`config.mk`:
```
export PLATFORM = sky130hd
export DESIGN_NAME = byte_match_unit
export DESIGN_NICKNAME = d
export VERILOG_FILES = /design/src/rtl/byte_match_unit_pkg.sv /design/src/rtl/byte_match_unit_cmp.sv /design/src/rtl/byte_match_unit.sv
export SDC_FILE = /design/constraint.sdc
export NUM_CORES = 1
export LEC_CHECK = 0
export CORE_UTILIZATION = 45
export CTS_CLUSTER_DIAMETER = 40
export DETAILED_ROUTE_END_ITERATION = 10
export PLACE_DENSITY = 0.75
export SLEW_MARGIN = 40
export SYNTH_ARGS = -nofsm -noshare
export SYNTH_HDL_FRONTEND = slang
export SYNTH_SLANG_ARGS = --single-unit
```
`constraint.sdc`:
```
create_clock -name clk -period 3.2 [get_ports clk]
set_clock_uncertainty 0.2 [all_clocks]
set_input_delay 0.48 -clock clk [delete_from_list [all_inputs] [get_ports clk]]
set_output_delay 0.48 -clock clk [all_outputs]
set_load 0.1 [all_outputs]
```
`src/rtl/byte_match_unit_pkg.sv`:
```
// rtl/byte_match_unit_pkg.sv - shared constants and state encoding for the match engine
package byte_match_unit_pkg;

  localparam logic [6:0]  OPC_MATCH = 7'b000_1011;
  localparam logic [31:0] NOMATCH   = 32'hFFFF_FFFF;
  localparam int          STALL_W   = 1;

  typedef enum logic [1:0] {
    ST_IDLE = 2'd0,
    ST_SCAN = 2'd1,
    ST_DONE = 2'd2
  } state_t;

endpackage

```
`src/rtl/byte_match_unit_cmp.sv`:
```
// rtl/byte_match_unit_cmp.sv - compares LANES window positions starting at base
module match_lane_cmp #(
  parameter int DATA_W = 32,
  parameter int WIN_W  = 8,
  parameter int LANES  = 1,
  parameter int PW     = 6,
  parameter int IDX_W  = 1
) (
  input  logic [DATA_W-1:0] hay,
  input  logic [WIN_W-1:0]  pat,
  input  logic [PW-1:0]     base,
  output logic [LANES-1:0]  hit_vec,
  output logic [IDX_W-1:0]  hit_idx,
  output logic              any_hit
);

  localparam logic [PW-1:0]     MAX_POS  = PW'(DATA_W - WIN_W);
  localparam logic [DATA_W-1:0] WIN_MASK = {{(DATA_W-WIN_W){1'b0}}, {WIN_W{1'b1}}};

  logic [PW-1:0] pos;

  always_comb begin
    hit_vec = '0;
    hit_idx = '0;
    pos     = '0;
    // Positions past the last full window are masked so they can never hit.
    for (int i = 0; i < LANES; i++) begin
      pos        = base + PW'(i);
      hit_vec[i] = (pos <= MAX_POS) && (((hay >> pos) & WIN_MASK) == DATA_W'(pat));
    end
    for (int i = LANES - 1; i >= 0; i--) begin
      if (hit_vec[i]) hit_idx = IDX_W'(i);
    end
  end

  assign any_hit = |hit_vec;

endmodule

```
`src/rtl/byte_match_unit.sv`:
```
// rtl/byte_match_unit.sv - multi-cycle byte pattern search for the EX stage
module byte_match_unit
  import byte_match_unit_pkg::*;
#(
  parameter int DATA_W = 32,
  parameter int WIN_W  = 8,
  parameter int LANES  = 1
) (
  input  logic              clk,
  input  logic              resetn,
  input  logic              start_i,
  input  logic              flush_i,
  input  logic [31:0]       src1_i,
  input  logic [DATA_W-1:0] src2_i,
  output logic              stallreq_o,
  output logic              done_o,
  output logic [31:0]       result_o
);

  localparam int PW    = $clog2(DATA_W) + 1;
  localparam int IDX_W = (LANES > 1) ? $clog2(LANES) : 1;
  localparam logic [PW-1:0] MAX_POS = PW'(DATA_W - WIN_W);

  state_t            state_q, state_d;
  logic [WIN_W-1:0]  pat_q;
  logic [DATA_W-1:0] hay_q;
  logic [PW-1:0]     base_q;
  logic [31:0]       result_q, res_d;
  logic              accept, load_res;
  logic [PW-1:0]     last_pos, hit_pos;
  logic [LANES-1:0]  hit_vec;
  logic [IDX_W-1:0]  hit_idx;
  logic              any_hit;
  logic              unused_src1;

  assign unused_src1 = ^src1_i[31:WIN_W];

  match_lane_cmp #(
    .DATA_W(DATA_W), .WIN_W(WIN_W), .LANES(LANES), .PW(PW), .IDX_W(IDX_W)
  ) u_cmp (
    .hay(hay_q), .pat(pat_q), .base(base_q),
    .hit_vec(hit_vec), .hit_idx(hit_idx), .any_hit(any_hit)
  );

  always_ff @(posedge clk or negedge resetn) begin
    if (!resetn) state_q <= ST_IDLE;
    else         state_q <= state_d;
  end

  always_comb begin
    state_d    = state_q;
    stallreq_o = 1'b0;
    accept     = 1'b0;
    load_res   = 1'b0;
    res_d      = result_q;
    last_pos   = base_q + PW'(LANES - 1);
    hit_pos    = base_q + PW'(hit_idx);
    case (state_q)
      ST_IDLE: begin
        stallreq_o = start_i & ~flush_i;
        if (start_i && !flush_i) begin
          accept  = 1'b1;
          state_d = ST_SCAN;
        end
      end
      ST_SCAN: begin
        stallreq_o = 1'b1;
        if (flush_i) begin
          state_d = ST_IDLE;
        end else if (any_hit) begin
          load_res = 1'b1;
          res_d    = 32'(hit_pos);
          state_d  = ST_DONE;
        end else if (last_pos >= MAX_POS) begin
          load_res = 1'b1;
          res_d    = NOMATCH;
          state_d  = ST_DONE;
        end
      end
      ST_DONE: state_d = ST_IDLE;
      default: state_d = ST_IDLE;
    endcase
  end

  // Operands are captured only on the accepting edge; later input changes are ignored.
  always_ff @(posedge clk or negedge resetn) begin
    if (!resetn) begin
      pat_q    <= '0;
      hay_q    <= '0;
      base_q   <= '0;
      result_q <= '0;
    end else begin
      if (accept) begin
        pat_q  <= src1_i[WIN_W-1:0];
        hay_q  <= src2_i;
        base_q <= '0;
      end else if (state_q == ST_SCAN) begin
        base_q <= base_q + PW'(LANES);
      end
      if (load_res) result_q <= res_d;
    end
  end

  assign done_o   = (state_q == ST_DONE) & ~flush_i;
  assign result_o = result_q;

endmodule
```
==> results of run 1 <==
-- cell families after synthesis --
group                    Yosys count  share of synthesized area
AO/OA/AOI/OAI                     65                      0.131
AND/OR/NAND/NOR                  196                      0.221
XOR/XNOR                           6                     0.0154
adder cells (fa/ha/maj)            2                    0.00642
flip-flops                        55                      0.353
multiplexers                      46                      0.180
buffers and inverters             61                     0.0931
-- through the flow --
| step | total power, mW | hold WS, ps | cell area [um2] | setup WS, ps |
|---|---|---|---|---|
| 5_1_grt | 3.92 | 328 | 4790 | -2.98 |
| 2_1_floorplan | 2.62 | -15.6 | 3900 | 74.2 |
| 4_1_cts | 3.55 | 295 | 4690 | 8.48 |
| 6_report | 3.67 | 291 | 4790 | 104 |
| 3_5_place_dp | 3.15 | 271 | 4590 | -64.7 |
| 3_3_place_gp | 3.12 | 260 | 4590 | -93.5 |
-- where the power goes --
| group | internal [mW] | switching, mW |
|---|---|---|
| clock | 0.155 | 0.233 |
| sequential | 0.861 | 0.194 |
| combinational | 1.03 | 1.20 |
| total | 2.04 | 1.62 |
-- metal layers --
layer  global-route usage  vias up  share of wire
met3               0.0303       13          0.051
met1                0.323     1596           0.45
met2                0.372      115           0.48
met5                    0        -              0
met4               0.0518        0          0.013
li1                     -     1613              -
-- final cells by class --
cell class	count	area, um2
Multi-Input combinational cell	315	2220
Fill cell	729	3510
Timing Repair Buffer	104	945
Tap cell	105	131
Inverter	8	30.0
Clock inverter	1	5.00
Sequential cell	55	1380
Clock buffer	7	76.3
-- cells in the final DEF (no fill, tap or decap), drive strengths merged, types with 3 or more instances in the layout --
master / instances
and2: 3
o21ai: 7
a31oi: 7
nor2: 17
dfrtp: 55
a21boi: 3
nand2: 138
nand3: 9
a2111oi: 3
o31ai: 6
buf: 61
inv: 7
clkdlybuf4s50: 42
a211oi: 6
nor2b: 9
a41o: 3
mux2i: 24
xnor2: 4
a21oi: 6
and3: 3
mux2: 3
mux4: 19
nand4: 4
clkbuf: 7
a22oi: 5
-- worst max-delay path: cells and delay by family, from the launching register on --
kind,cells,cell delay (ps)
flops,1,480
buf+inv,4,610
simple gates,4,940
compound gates,4,780
-- what timing repair did --
action | in CTS | in global routing
hold buffers | 1 | 0
hold endpoints to repair | 24 | 0
setup endpoints to repair | 8 | 9
setup buffers | 0 | 3
pin swaps | 0 | 3
cloned | 0 | 1
gates resized for setup | 2 | 16
-- registers in the layout, indices dropped and copies added (netlist names) --
register / flops
hay_q: 32
state_q: 2
pat_q: 8
result_o: 7
base_q: 6
-- worst paths after layout --
path                                       start                 endpoint  slack (ps)
setup / recovery           base_q[1]$_DFFE_PN0P_  result_o[0]$_DFFE_PN0P_         100
hold / removal              hay_q[0]$_DFFE_PN0P_     hay_q[0]$_DFFE_PN0P_         290
setup reg to reg           base_q[1]$_DFFE_PN0P_  result_o[0]$_DFFE_PN0P_         100
hold reg to reg             hay_q[0]$_DFFE_PN0P_     hay_q[0]$_DFFE_PN0P_         290
max in group asynchronous                 resetn    base_q[1]$_DFFE_PN0P_        1690
min in group asynchronous                 resetn     hay_q[0]$_DFFE_PN0P_         520
==> impl_metrics.toml, run 1 <==
[timing]
fin_crit_sh = 0.967
drv_slew = 0
fmax_mhz = 323
slew_headroom = 0.562
worst_pin_slew_ps = 657
finalSetupTns_ps = 0
finalCriticalPeriod_ps = 3100
setup_viol = 0
hold_viol_final = 0

[setup_path]
cp_cell_sequence = "buf_6 -> buf_12 -> and2b_2 -> a2111oi_4 -> buf_4 -> o41a_1 -> or4_1 -> nand4_1 -> nor4_4 -> buf_6 -> a41o_1 -> a31oi_1"
slowest_stage = "dfrtp_2"
end_kind = "flop"
path_max_fanout = 25
crit_required_ps = 3240
cp.arrival_ps = 3140
critPathMaxStageDelay_ps = 480
worst-setup-path-type = "reg -> reg"
path_common_cell = "buf_6"
ff2ff_path_depth = 12
start_kind = "flop"

[logic_synthesis]
synthTopCellsByArea = "dfrtp_1 (35%), nand2_1 (13%), mux4_2 (11%)"
synth_area_um2 = 3900
ys_types = 61
yosysMostFrequentCell = "nand2_1"
async_flop_share = 1.00
syn_nets = 501
yosysSeqAreaShare = 0.353
ys.flop_type = "dfrtp_1"
synth-edff-count = 0
synth_top_area_cell = "dfrtp_1"
synthCells = 431
syn_area_per_cell_um2 = 9.04
yosys-top-cells-count = "nand2_1 (137), dfrtp_1 (55), buf_4 (29), mux2i_1 (24), mux4_2 (19)"
ys_ff_latch = 55
synth_top_cell_area_share = 0.353
yosys_warnings = 0

[drt]
routedWlPerCell_um = 16.2
drt-total-wl_um = 9610
postRouteAntennaNets = 0
first_pass_iters = 5
vias = 3337
drtIter0Drc = 175
drc = 0
viasPerCell = 5.61

[placed_design]
placed_cells_incl_taps = 582
gp_congestion = 0.904
port-buffer-count = 77
dp_hpwl_um = 7140

[clocking]
htree_levels = 2
numCtsBuffers = 5
clkLatencyLatePin_ps = 310
path_clk_slew_ps = 100
cts-root-buf = "clkbuf_8"
cts_tree = "done"
cts_max_path_buffers = 2
clock-sinks = 55

[floorplan]
dieArea_um2 = 9040
dieHeight_um = 95.1
core_um2 = 8300
pin_count = 102
die_x_um = 95.1
rows = 33
start_util = 0.470

[worst_hold_path]
hold_depth = 2
hold_class = "reg -> reg"

[global_routing]
antenna_found_initial = 0
grtUsageTotal = 0.228
grt_start_max_net_pins = 46
grt_pass1_vias = 3106
grt.overflow.total = 0
grt_pass1_wl_um = 16000

[finish]
drive_gt1_frac = 0.222
diodes = 0
final_nets = 559
syn2layout_area_growth_pct = 22.9
fin_cells = 595
post-route-util = 0.577

[run]
maxCapViolations = 0

[run_status]
status = "finished clean"

[power_and_ir_drop]
p_leak_nw = 2.14
ir_drop_mv = 0.321
p_per_area_nw_per_um2 = 765
(Power assumes the default switching activity.)
==> run 2, diff against run 1 <==
--- a/config.mk
+++ b/config.mk
@@ -5,11 +5,13 @@
 export SDC_FILE = /design/constraint.sdc
 export NUM_CORES = 1
 export LEC_CHECK = 0
-export CORE_UTILIZATION = 45
+export CORE_UTILIZATION = 46
 export CTS_CLUSTER_DIAMETER = 40
 export DETAILED_ROUTE_END_ITERATION = 10
 export PLACE_DENSITY = 0.75
+export RECOVER_POWER = 25
 export SLEW_MARGIN = 40
 export SYNTH_ARGS = -nofsm -noshare
 export SYNTH_HDL_FRONTEND = slang
+export SYNTH_HIERARCHICAL = 1
 export SYNTH_SLANG_ARGS = --single-unit
==> run 2 against run 1 <==
Compared with the run above: largest cell class unchanged; synthesized cell count rose by 1.4%; routed wire length grew 22%; global-route usage up 3.4 points; sequential power hardly changed; count of clock-buffer cells in the layout fell by 1; the flow now finishes with violations (max-capacitance violations, max-slew violations, negative setup slack).
==> impl_metrics.toml, run 2 <==
[timing]
fmax_mhz = 284
hold_viol_final = 0
slew_headroom = -0.102
fin_crit_sh = 1.10
final.setup.worst_slack_ps = -322
setup_viol = 8
finalSetupTns_ps = -2150
worst_pin_slew_ps = 1650
whs_ps = 317
grt_setup_unrepaired = "true"
finalCriticalPeriod_ps = 3520
drv_slew = 30

[drt]
drt-total-wl_um = 11700
postRouteAntennaNets = 0
drc = 0
viasPerCell = 5.66
routedWlPerCell_um = 17.4
drtIter0Drc = 264
vias = 3802
first_pass_iters = 5

[global_routing]
grt.overflow.total = 0
grt_pass1_wl_um = 19600
grt_start_max_net_pins = 46
antenna_found_initial = 0
grtUsageTotal = 0.262
grt_pass1_vias = 3763

[run_status]
failed_checks = "max-capacitance violations, max-slew violations, negative setup slack"
status = "finished, violations left"

[clocking]
cts_max_path_buffers = 2
hold_buffers = 0
cts_tree = "done"
path_clk_slew_ps = 110
clock-sinks = 55
numCtsBuffers = 5
htree_levels = 2
cts-root-buf = "clkbuf_8"
clkLatencyLatePin_ps = 320

[worst_hold_path]
hold_class = "reg -> reg"

[finish]
design_area_um2 = 5580
post-route-util = 0.639
syn2layout_area_growth_pct = 34.3
final_common_cell = "nand2_1"
drive_gt1_frac = 0.356
max_flop_register = "hay_q"
multiInputGateArea_um2 = 2480
largest_reg_flops = 32
final_nets = 635
fin_cells = 672
layout_common_cells = "nand2_1 (141), buf_4 (121), dfrtp_1 (53)"
seq_area_um2 = 1380
diodes = 0
fill_cells = 736

[logic_synthesis]
synth_area_um2 = 4150
syn_area_per_cell_um2 = 9.50
synthCells = 437
yosys_warnings = 6
syn_nets = 509

[power_and_ir_drop]
p_leak_nw = 2.52
ir_drop_mv = 0.339
power.total_mw = 4.63
p_per_area_nw_per_um2 = 830

[setup_path]
rrSetupSlack_ps = -320
r2r_end = "result_o[2]$_DFFE_PN0P_"
worst-setup-path-type = "reg -> reg"
ff2ff_path_depth = 12
path_max_fanout = 7
end_kind = "flop"
crit_required_ps = 3200
start_kind = "flop"
rr_startpoint = "base_q[0]$_DFFE_PN0N_"
cp.arrival_ps = 3520
cp-endpoint = "result_o[2]$_DFFE_PN0P_"
crit_start = "base_q[0]$_DFFE_PN0N_"

[run]
maxCapViolations = 1

[floorplan]
die_x_um = 97.0
dieHeight_um = 97.0
pin_count = 102
start_util = 0.476
dieArea_um2 = 9410
rows = 34
core_um2 = 8720

[placed_design]
detailed_place.area_um2 = 5370
port-buffer-count = 77
pre_cts_slack_ps = -576
dp_hpwl_um = 9000
placed_cells_incl_taps = 659
gp_congestion = 0.904
-- run 2: worst min-delay path by stage --
stage                            startpoint                 endpoint  slack (ps)  cells after the start
floorplan                            resetn    base_q[0]$_DFFE_PN0N_         -20                      0
global placement    result_o[5]$_DFFE_PN0P_  result_o[5]$_DFFE_PN0P_         290                      1
detailed placement     hay_q[0]$_DFFE_PN0P_     hay_q[0]$_DFFE_PN0P_         300                      2
CTS                                  resetn     hay_q[8]$_DFFE_PN0P_           8                      1
global route        result_o[4]$_DFFE_PN0P_  result_o[4]$_DFFE_PN0P_         340                      1
finish              result_o[4]$_DFFE_PN0P_  result_o[4]$_DFFE_PN0P_         320                      1
-- run 2: metal layers --
layer | GRT usage | routed length [um] | up-vias
met5 | 0 | 0 | -
met4 | 0.0815 | 240 | 0
met3 | 0.0303 | 553 | 25
met1 | 0.366 | 5260 | 1857
met2 | 0.427 | 5650 | 140
li1 | - | - | 1780
-- run 2: what timing repair did --
action / 4_1_cts / 5_1_grt
endpoints found under the setup margin: 9 / 9
setup buffers: 5 / 0
pin swaps: 6 / 10
resized for setup: 11 / 14
-- run 2: layout make-up --
cell class | count | area share
Clock buffer | 6 | 0.0130
Clock inverter | 2 | 0.00224
Inverter | 9 | 0.00651
Multi-Input combinational cell | 320 | 0.445
Sequential cell | 55 | 0.247
Tap cell | 108 | 0.0242
Timing Repair Buffer | 172 | 0.262
-- run 2: worst max-delay path, cell delays in order, from the launching register on --
cell,delay (ps)
dfrtp_2,410
buf_6,150
buf_4,180
mux4_2,530
mux4_2,480
o22ai_2,140
xor2_1,170
nand2_1,110
nor4_4,340
a211oi_2,110
nor3_4,130
buf_6,150
mux2_4,290
-- run 2: report_power, final --
group          switching, mW  total (mW)  internal [mW]
Sequential             0.178        1.05          0.873
Clock                  0.232       0.386          0.154
Combinational           1.63        3.19           1.56
==> run 3, diff against run 2 <==
--- a/config.mk
+++ b/config.mk
@@ -5,10 +5,10 @@
 export SDC_FILE = /design/constraint.sdc
 export NUM_CORES = 1
 export LEC_CHECK = 0
-export CORE_UTILIZATION = 46
+export CORE_UTILIZATION = 51
 export CTS_CLUSTER_DIAMETER = 40
 export DETAILED_ROUTE_END_ITERATION = 10
-export PLACE_DENSITY = 0.75
+export PLACE_DENSITY = 0.79
 export RECOVER_POWER = 25
 export SLEW_MARGIN = 40
 export SYNTH_ARGS = -nofsm -noshare
==> constraint.sdc (replaced) <==
create_clock -name clk -period 3.35 [get_ports clk]
set_clock_uncertainty 0.2 [all_clocks]
set_input_delay 0.5025 -clock clk [delete_from_list [all_inputs] [get_ports clk]]
set_output_delay 0.5025 -clock clk [all_outputs]
set_load 0.1 [all_outputs]
==> run 3 against run 2 <==
Compared with the run above: the run still ends with max-capacitance violations, max-slew violations, negative setup slack left; cell count down 1.2%; sequential share of layout area increased by 0.17 points; clock power fell by 2%; non-clock buffer count fell by 2; critical path depth decreased by 2; sequential power fell by 5%; die area is 9.6% lower; largest cell class unchanged; highest routed layer unchanged.
==> impl_metrics.toml, run 3 (synthesis gave the netlist of run 2 again) <==
[run_status]
status = "finished, violations left"
failed_checks = "max-capacitance violations, max-slew violations, negative setup slack"

[floorplan]
die_x_um = 92.2
dieArea_um2 = 8500
rows = 32
start_util = 0.532
pin_count = 102
dieHeight_um = 92.2
core_um2 = 7810

[finish]
final_nets = 633
drive_gt1_frac = 0.340
final_common_cell = "nand2_1"
diodes = 0
layout_common_cells = "nand2_1 (141), buf_4 (117), dfrtp_1 (54)"
max_flop_register = "hay_q"
largest_reg_flops = 32
fill_cells = 594
syn2layout_area_growth_pct = 33.5

[timing]
drv_slew = 33
worst_pin_slew_ps = 1730
hold_viol_final = 0
finalCriticalPeriod_ps = 3640
setup_viol = 8
slew_headroom = -0.152
fin_crit_sh = 1.09
fmax_mhz = 275
grt_setup_unrepaired = "true"
final.setup.worst_slack_ps = -286

[clocking]
clock-sinks = 55
cts_tree = "done"
clkLatencyLatePin_ps = 320
cts-root-buf = "clkbuf_8"
cts_max_path_buffers = 2
path_clk_slew_ps = 110
htree_levels = 2
numCtsBuffers = 5

[drt]
viasPerCell = 5.70
postRouteAntennaNets = 0
routedWlPerCell_um = 17.2
first_pass_iters = 5
vias = 3782
drt-total-wl_um = 11400
drtIter0Drc = 265
drc = 0

[setup_path]
path_max_fanout = 5
crit_required_ps = 3370
cp.arrival_ps = 3650
start_kind = "flop"
end_kind = "flop"
worst-setup-path-type = "reg -> reg"

[global_routing]
grt_pass1_wl_um = 19200
grtUsageTotal = 0.290
grt_pass1_vias = 3797
grt_start_max_net_pins = 46
antenna_found_initial = 0
grt.overflow.total = 0

[power_and_ir_drop]
power.total_mw = 4.39
clkPwrFrac = 0.086
p_leak_nw = 2.51
power_frac_seq = 0.227
internal-power_mw = 2.45
p_sw_mw = 1.93
ir_drop_mv = 0.374
p_sw_frac = 0.441
combPwrFrac = 0.686
p_per_area_nw_per_um2 = 792

[placed_design]
port-buffer-count = 77
dp_hpwl_um = 8610
pre_cts_slack_ps = -595
gp_congestion = 0.903

[worst_hold_path]
hold_class = "reg -> reg"

[run]
maxCapViolations = 1
run 3: cell types whose count changed in the layout (fill, tap and decap cells not counted), sizes merged:
cell and change:
dlygate4sd3 +1, buf -4, clkinvlp +1
run 3: what timing repair did:
action                                 CTS  global route
buffers inserted                         6             1
pin swaps                                6             8
gates resized for setup                  8            16
hold buffers                             1             0
setup endpoints to repair                9             9
cloned                                   0             0
endpoints found under the hold margin   23             0
run 3: through the flow:
| stage | hold slack, ps | TNS (ps) | utilization | area (um2) | instances |
|---|---|---|---|---|---|
| after floorplan | 6.91 | -1490 | - | 4180 | 437 |
| after global placement | 269 | -4210 | 0.680 | 5310 | 648 |
| after detailed placement | 269 | -4490 | 0.680 | 5310 | 648 |
| after CTS | 305 | -2440 | 0.704 | 5490 | 663 |
| after global routing | 339 | -2640 | 0.710 | 5540 | 664 |
| final | 304 | -1910 | 0.710 | 5540 | 664 |
run 3: power groups by stage:
stage	logic, mW	clock network, mW	registers (mW)
3_5_place_dp	2.76	0	1.02
6_report	3.01	0.379	0.998
2_1_floorplan	1.62	0	1.22
4_1_cts	2.89	0.385	0.995
5_1_grt	3.20	0.417	1.03
3_3_place_gp	2.72	0	1.02
run 3: final cells by class:
cell class | count | area [um2] | share of cell area
Multi-Input combinational cell | 320 | 2480 | 0.448
Timing Repair Buffer | 170 | 1430 | 0.257
Sequential cell | 55 | 1380 | 0.249
Tap cell | 102 | 128 | 0.0230
Clock buffer | 5 | 68.8 | 0.0124
Inverter | 9 | 36.3 | 0.00655
Clock inverter | 3 | 20.0 | 0.00361
run 3: final timing paths:
check                                      start                 endpoint  slack, ps  cells after the start
setup / recovery           base_q[0]$_DFFE_PN0N_  result_o[1]$_DFFE_PN0P_       -290                     10
hold / removal              hay_q[0]$_DFFE_PN0P_     hay_q[0]$_DFFE_PN0P_        300                      2
setup reg to reg           base_q[0]$_DFFE_PN0N_  result_o[1]$_DFFE_PN0P_       -290                     10
hold reg to reg             hay_q[0]$_DFFE_PN0P_     hay_q[0]$_DFFE_PN0P_        300                      2
max in group asynchronous                 resetn    base_q[0]$_DFFE_PN0N_        640                      3
min in group asynchronous                 resetn    hay_q[15]$_DFFE_PN0P_        910                      3
run 3: per-layer routing:
| metal | vias up | global-route usage | wire length, um |
|---|---|---|---|
| met5 | - | 0 | 0 |
| met4 | 0 | 0.0794 | 162 |
| met3 | 17 | 0.0357 | 516 |
| met2 | 129 | 0.479 | 5580 |
| met1 | 1858 | 0.404 | 5150 |
| li1 | 1778 | - | - |
run 3: worst max-delay path: stages (launching register included):
cell and delay (ps):
dfrtp_4 500, buf_6 130, mux4_2 520, a22o_1 240, or4_4 520, a221oi_2 250, nand4_1 180, nor4_4 240
a211oi_2 110, nor3_4 330, mux2_4 330
